[src/rtl/pipe_pkg.sv]
// Shared definitions for the handshake pipeline stage: state encodings,
// the RISC-V NOP bubble and the ID/EX payload layout.
package pipe_pkg;

    typedef enum logic [1:0] {
        ST_EMPTY = 2'd0,
        ST_BUSY  = 2'd1,
        ST_FULL  = 2'd2
    } state_e;

    localparam logic [31:0] RV_NOP = 32'h00000013;

    // ID/EX payload, packed LSB-first: reg_wen, rd_addr, op2, op1, inst_addr, inst
    localparam int IDEX_REG_WEN_W   = 1;
    localparam int IDEX_RD_ADDR_W   = 5;
    localparam int IDEX_OP_W        = 32;
    localparam int IDEX_INST_ADDR_W = 32;
    localparam int IDEX_INST_W      = 32;

    localparam int IDEX_REG_WEN_LSB   = 0;
    localparam int IDEX_RD_ADDR_LSB   = IDEX_REG_WEN_LSB + IDEX_REG_WEN_W;
    localparam int IDEX_OP2_LSB       = IDEX_RD_ADDR_LSB + IDEX_RD_ADDR_W;
    localparam int IDEX_OP1_LSB       = IDEX_OP2_LSB + IDEX_OP_W;
    localparam int IDEX_INST_ADDR_LSB = IDEX_OP1_LSB + IDEX_OP_W;
    localparam int IDEX_INST_LSB      = IDEX_INST_ADDR_LSB + IDEX_INST_ADDR_W;
    localparam int IDEX_DW            = IDEX_INST_LSB + IDEX_INST_W;

    // Bubble for the ID/EX instance: everything zero except a NOP instruction.
    function automatic logic [IDEX_DW-1:0] idex_bubble();
        logic [IDEX_DW-1:0] b;
        b = '0;
        b[IDEX_INST_LSB +: IDEX_INST_W] = RV_NOP;
        return b;
    endfunction

endpackage

[src/rtl/pipe_stage_hs_sat_counter.sv]
// Saturating up-counter with synchronous clear (clear wins over increment).
module sat_counter #(
    parameter int W = 16
) (
    input  logic         clk,
    input  logic         rst,
    input  logic         inc_i,
    input  logic         clr_i,
    output logic [W-1:0] cnt_o
);

    logic [W-1:0] cnt_q, cnt_d;

    always_comb begin
        cnt_d = cnt_q;
        if (clr_i) begin
            cnt_d = '0;
        end else if (inc_i && (cnt_q != {W{1'b1}})) begin
            cnt_d = cnt_q + W'(1);
        end
    end

    always_ff @(posedge clk or negedge rst) begin
        if (!rst) begin
            cnt_q <= '0;
        end else begin
            cnt_q <= cnt_d;
        end
    end

    assign cnt_o = cnt_q;

endmodule

[src/rtl/pipe_stage_hs.sv]
// Generic pipeline stage: valid/ready handshake, 2-entry skid (main + skid),
// flush, BUBBLE on empty output and a saturating stall counter.
//
//   state    | meaning
//   ST_EMPTY | nothing held, output shows BUBBLE
//   ST_BUSY  | one payload in main, presented downstream
//   ST_FULL  | main presented, skid holds the next payload, in_ready low
module pipe_stage_hs
    import pipe_pkg::*;
#(
    parameter int              DW     = 32,
    parameter logic [DW-1:0]   BUBBLE = {DW{1'b0}},
    parameter int              CNT_W  = 16
) (
    input  logic             clk,
    input  logic             rst,
    input  logic             flush_i,
    input  logic             in_valid_i,
    output logic             in_ready_o,
    input  logic [DW-1:0]    in_data_i,
    output logic             out_valid_o,
    input  logic             out_ready_i,
    output logic [DW-1:0]    out_data_o,
    output logic [1:0]       occ_o,
    output logic [CNT_W-1:0] stall_cnt_o,
    input  logic             stall_clr_i
);

    state_e          state_q, state_d;
    logic [DW-1:0]   main_q, main_d;
    logic [DW-1:0]   skid_q, skid_d;
    logic            out_valid_q, out_valid_d;
    logic            in_ready_q, in_ready_d;
    logic            acc, pop;

    assign acc = in_valid_i & in_ready_q;
    assign pop = out_valid_q & out_ready_i;

    always_comb begin
        state_d = state_q;
        main_d  = main_q;
        skid_d  = skid_q;

        if (flush_i) begin
            state_d = ST_EMPTY;
            main_d  = BUBBLE;
            skid_d  = BUBBLE;
        end else begin
            case (state_q)
                ST_EMPTY: begin
                    if (acc) begin
                        main_d  = in_data_i;
                        state_d = ST_BUSY;
                    end
                end
                ST_BUSY: begin
                    if (acc && !pop) begin
                        skid_d  = in_data_i;
                        state_d = ST_FULL;
                    end else if (acc && pop) begin
                        main_d  = in_data_i;
                    end else if (pop) begin
                        main_d  = BUBBLE;
                        state_d = ST_EMPTY;
                    end
                end
                ST_FULL: begin
                    // in_ready is low here, so only a pop can move the state
                    if (pop) begin
                        main_d  = skid_q;
                        skid_d  = BUBBLE;
                        state_d = ST_BUSY;
                    end
                end
                default: begin
                    state_d = ST_EMPTY;
                    main_d  = BUBBLE;
                    skid_d  = BUBBLE;
                end
            endcase
        end

        in_ready_d  = (state_d != ST_FULL);
        out_valid_d = (state_d != ST_EMPTY);
    end

    always_ff @(posedge clk or negedge rst) begin
        if (!rst) begin
            state_q     <= ST_EMPTY;
            main_q      <= BUBBLE;
            skid_q      <= BUBBLE;
            out_valid_q <= 1'b0;
            in_ready_q  <= 1'b0;
        end else begin
            state_q     <= state_d;
            main_q      <= main_d;
            skid_q      <= skid_d;
            out_valid_q <= out_valid_d;
            in_ready_q  <= in_ready_d;
        end
    end

    sat_counter #(
        .W(CNT_W)
    ) u_stall_cnt (
        .clk   (clk),
        .rst   (rst),
        .inc_i (out_valid_q & ~out_ready_i & ~flush_i),
        .clr_i (stall_clr_i),
        .cnt_o (stall_cnt_o)
    );

    assign in_ready_o  = in_ready_q;
    assign out_valid_o = out_valid_q;
    assign out_data_o  = main_q;
    assign occ_o       = state_q;

endmodule

[config.mk]
export PLATFORM = sky130hd
export DESIGN_NAME = pipe_stage_hs
export DESIGN_NICKNAME = d
export VERILOG_FILES = /design/src/rtl/pipe_pkg.sv /design/src/rtl/pipe_stage_hs_sat_counter.sv /design/src/rtl/pipe_stage_hs.sv
export SDC_FILE = /design/constraint.sdc
export NUM_CORES = 1
export LEC_CHECK = 0
export ABC_AREA = 1
export CAP_MARGIN = 5
export CORE_ASPECT_RATIO = 1.1
export CORE_UTILIZATION = 47
export CTS_BUF_LIST = sky130_fd_sc_hd__clkbuf_16
export CTS_CLUSTER_SIZE = 8
export DETAILED_ROUTE_END_ITERATION = 6
export PLACE_DENSITY_LB_ADDON = 0.15
export SLEW_MARGIN = 30
export SYNTH_ARGS = -nofsm -noshare
export SYNTH_HDL_FRONTEND = slang
export SYNTH_SLANG_ARGS = --single-unit
[constraint.sdc]
create_clock -name clk -period 1.5 [get_ports clk]
set_input_delay 0.3 -clock clk [delete_from_list [all_inputs] [get_ports clk]]
set_output_delay 0.3 -clock clk [all_outputs]
set_load 0.03 [all_outputs]
==> impl_summary.md <==
Outcome
The run finished, with violations left. The checks that failed: setup timing.

Power and ir drop
The total power divided by cell area is 966 nW/um^2. For this design the static power due to leakage is 0.00324 uW. Total power for the finished layout comes to 6200 uW. Across the VDD grid, the largest voltage drop is 733 uV.

CTS
The maximum root-to-sink buffer count is 2. For this design, the sink count on the clock tree is 84. The root buffer cell chosen for the clock tree is sky130_fd_sc_hd__clkbuf_16. The maximum level of the CTS H-tree is 3. The TritonCTS clock tree is yes.

The clock latency reported for the late side of the worst-skew pair is 0.34 ns. The number of buffers created by CTS is 9. The clock transition time at the flip-flop clock pins of the worst setup and hold paths is 0.07 ns.

Finish
The commonest non-fill, non-tap cell in the layout is sky130_fd_sc_hd__nand2_1. In the final design database the tool counted 762 nets. The non-filler instance count after layout is 845.

The number of diodes is 0. The area growth from synthesis to final layout is 43.2%. Leaving out fill and tap cells, the most frequent cells in the layout are 194 x sky130_fd_sc_hd__nand2_1, 109 x sky130_fd_sc_hd__nand3_1, 70 x sky130_fd_sc_hd__dfrtp_1. Once layout is complete, the utilization of the core stands at 69.0%. The share of cells above drive strength 1 is 20.5%.

The fill cell total of the finished layout is 763.

Worst setup path
The worst setup path is of the register to register kind. The setup slack on the worst flop-to-flop path is -0.02 ns. The gate family responsible for the most delay along the worst path is buffers and inverters. The critical path required time is 1.77 ns. The origin of the worst setup path is occ_o[1]. The worst path arrival time is 1.79 ns. The slowest library cell on the worst path is sky130_fd_sc_hd__dfrtp_2. The worst setup path is launched from a register. The signal on the critical path passes through buf_6 -> nor2_4 -> inv_2 -> nand3_2 -> inv_2 -> nor2_4 -> buf_12 -> clkbuf_16 -> nand2_2 -> o21ai_1. The biggest fanout along the worst timing path is 8. The number of cell instances on the worst register-to-register path is 10.

The capture point of the worst reg-to-reg path is skid_q[12]. The delay contributed by the slowest stage of the critical path is 0.44 ns. The category of the worst setup path capture point is a register. In this run the critical register-to-register path is launched from occ_o[1]. Together, buffers and inverters on the worst path number 5.

Timing
Between clock sinks in the finished design, the worst skew comes to 0.00908 ns. Setup violations remaining at the end of the flow were counted as 2. On the final layout, the worst hold slack is 0.423 ns. The number of hold violations in the final report was 0. Setup repair after global routing could not meet its margin everywhere. Counting I/O delays and the setup requirement, the final critical path takes 1.52 ns. The worst-case setup margin in the final layout is -0.0188 ns. The share of the cycle needed by the critical path after routing is 101%. The final-report max-slew violation count is 0.

At the pin with the least slew margin, the transition time is 0.416 ns. Based on the critical path, the design can be clocked at up to 658 MHz. The worst slew margin relative to its limit is 72.0%. The final setup TNS is -0.0237 ns.

Synth
The register bit total from synthesis is 84. Of the synthesized area, sequential elements account for 46.9%. The Yosys step of the flow raised 0 warnings. Synthesis produced 602 cells. A synthesized cell averages 7.44 um^2. The number of unique standard cell types used by synthesis is 28.

The post-synth design cell area is 4480 um^2. The net count of the mapped netlist is 641.

Die
For this configuration, the core starts out at a cell density of 48.2%. The die covers 9930 um^2. The number of top-level design ports is 90. The initialized floorplan defines 37 standard-cell rows. Measured along the x axis, the die boundary spans 95.1 um. The die outline height is 104 um.

The core region is 9310 um^2.

GRT
The via count of the first global-routing pass was 4189. The overall overflow remaining after global route is 0. The global router's overall resource usage is 25.7%. The number of antenna violations at the first check in global routing is 0.

The global-route wire length before repair is 19.8 mm. Entering global routing, the biggest net connects 33 pins.

Placement
The routability-driven placement congestion ratio is 0.845. The post-detailed-placement half-perimeter wirelength is 8.44 mm. The number of port buffers is 89. The number of cells after detailed placement is 815.

Flow run
Max-cap violations in this run came to 0.

Hold path
In this run the worst hold path is classified as input port to async pin.

Detailed routing
The via density per instance is 5.59. The number of iterations in the first detailed-routing pass is 6. After detailed routing, the total wire length is 13.2 mm. Detailed routing inserted a total of 4726 vias.

In the routed design, unresolved DRC markers number 0. The average wire per standard cell is 15.6 um. The final antenna-violating net count is 0.

The number of violations reported at the end of detailed-routing iteration 0 is 264.
## worst max path at each step
| stage | endpoint | slack, ns | depth (start not counted) |
|---|---|---|---|
| after floorplan | u_stall_cnt.cnt_o[12] | -0.06 | 10 |
| after global placement | out_data_o[4] | -0.28 | 8 |
| after detailed placement | out_data_o[11] | -0.33 | 8 |
| after CTS | out_data_o[2] | 0.01 | 8 |
| after global routing | skid_q[12] | -0.08 | 10 |
| final | skid_q[12] | -0.02 | 10 |
## sequential cells by signal, indices dropped and copies added, names as in the netlist
name	flops
out_data_o	32
in_ready_o	1
occ_o	2
skid_q	32
u_stall_cnt.cnt_o	16
out_valid_o	1
## synthesized netlist by cell type (all sizes together)
| library cell | instances | area [um^2] |
|---|---|---|
| nand3b | 2 | 15.0 |
| clkbuf | 17 | 63.8 |
| o21ai | 40 | 200 |
| o211ai | 2 | 20.0 |
| o221ai | 5 | 43.8 |
| or2 | 2 | 12.5 |
| xnor2 | 1 | 8.76 |
| nand3 | 111 | 561 |
| ha | 1 | 12.5 |
| xor2 | 4 | 35.0 |
| dfrtp | 84 | 2100 |
| a21oi | 7 | 35.0 |
| inv | 31 | 116 |
| buf | 17 | 113 |
| o21bai | 3 | 22.5 |
| nand4 | 14 | 87.6 |
| nor2 | 39 | 195 |
| nand2 | 222 | 838 |
## layout make-up
type	instances	area [um^2]	area share [%]
clock buffer	9	225	3.51
clock inverter	7	35.0	0.546
inverter	31	121	1.89
multi-input combinational	454	2300	35.8
sequential	84	2120	33.0
tap	117	146	2.28
timing repair buffer	143	1470	23.0
## per-stage QoR
step                      setup WS [ns]  cell area [um^2]
after floorplan                 -0.0597              4530
after global placement           -0.277              5810
final                           -0.0188              6420
after detailed placement         -0.334              5810
after global routing            -0.0824              6420
after CTS                       0.00978              6020
## layer usage
layer	up-vias	part of all wire, %	GRT usage, %
met4	0	1.9	11.5
met1	2288	42	33.7
met3	24	5.7	4.68
met2	189	51	40.8
met5	-	0	0
li1	2225	-	-
## report_power, final
group          internal, uW  switching [uW]  leakage [uW]  total [uW]
clock network          1100             889      0.000134        1990
registers              2440             116       0.00112        2560
logic                   641            1020       0.00199        1660
## what timing repair did
item | in CTS | in global routing
cloned | 0 | 8
pin swaps | 0 | 10
setup endpoints to repair | 69 | 76
hold buffers | 1 | 0
endpoints found under the hold margin | 22 | 0
setup buffers | 0 | 5
resized for setup | 56 | 71
## cell families (layout without fill, tap and decap cells)
family,Yosys count,after routing,share of synthesized area [%]
AND/OR/NAND/NOR,390,391,38.1
flip-flops,84,84,46.9
buffers and inverters,65,190,6.53
AO/OA/AOI/OAI,57,57,7.17
XOR/XNOR,5,5,0.977
adder cells (fa/ha/maj),1,1,0.279
(Power assumes the default switching activity.)
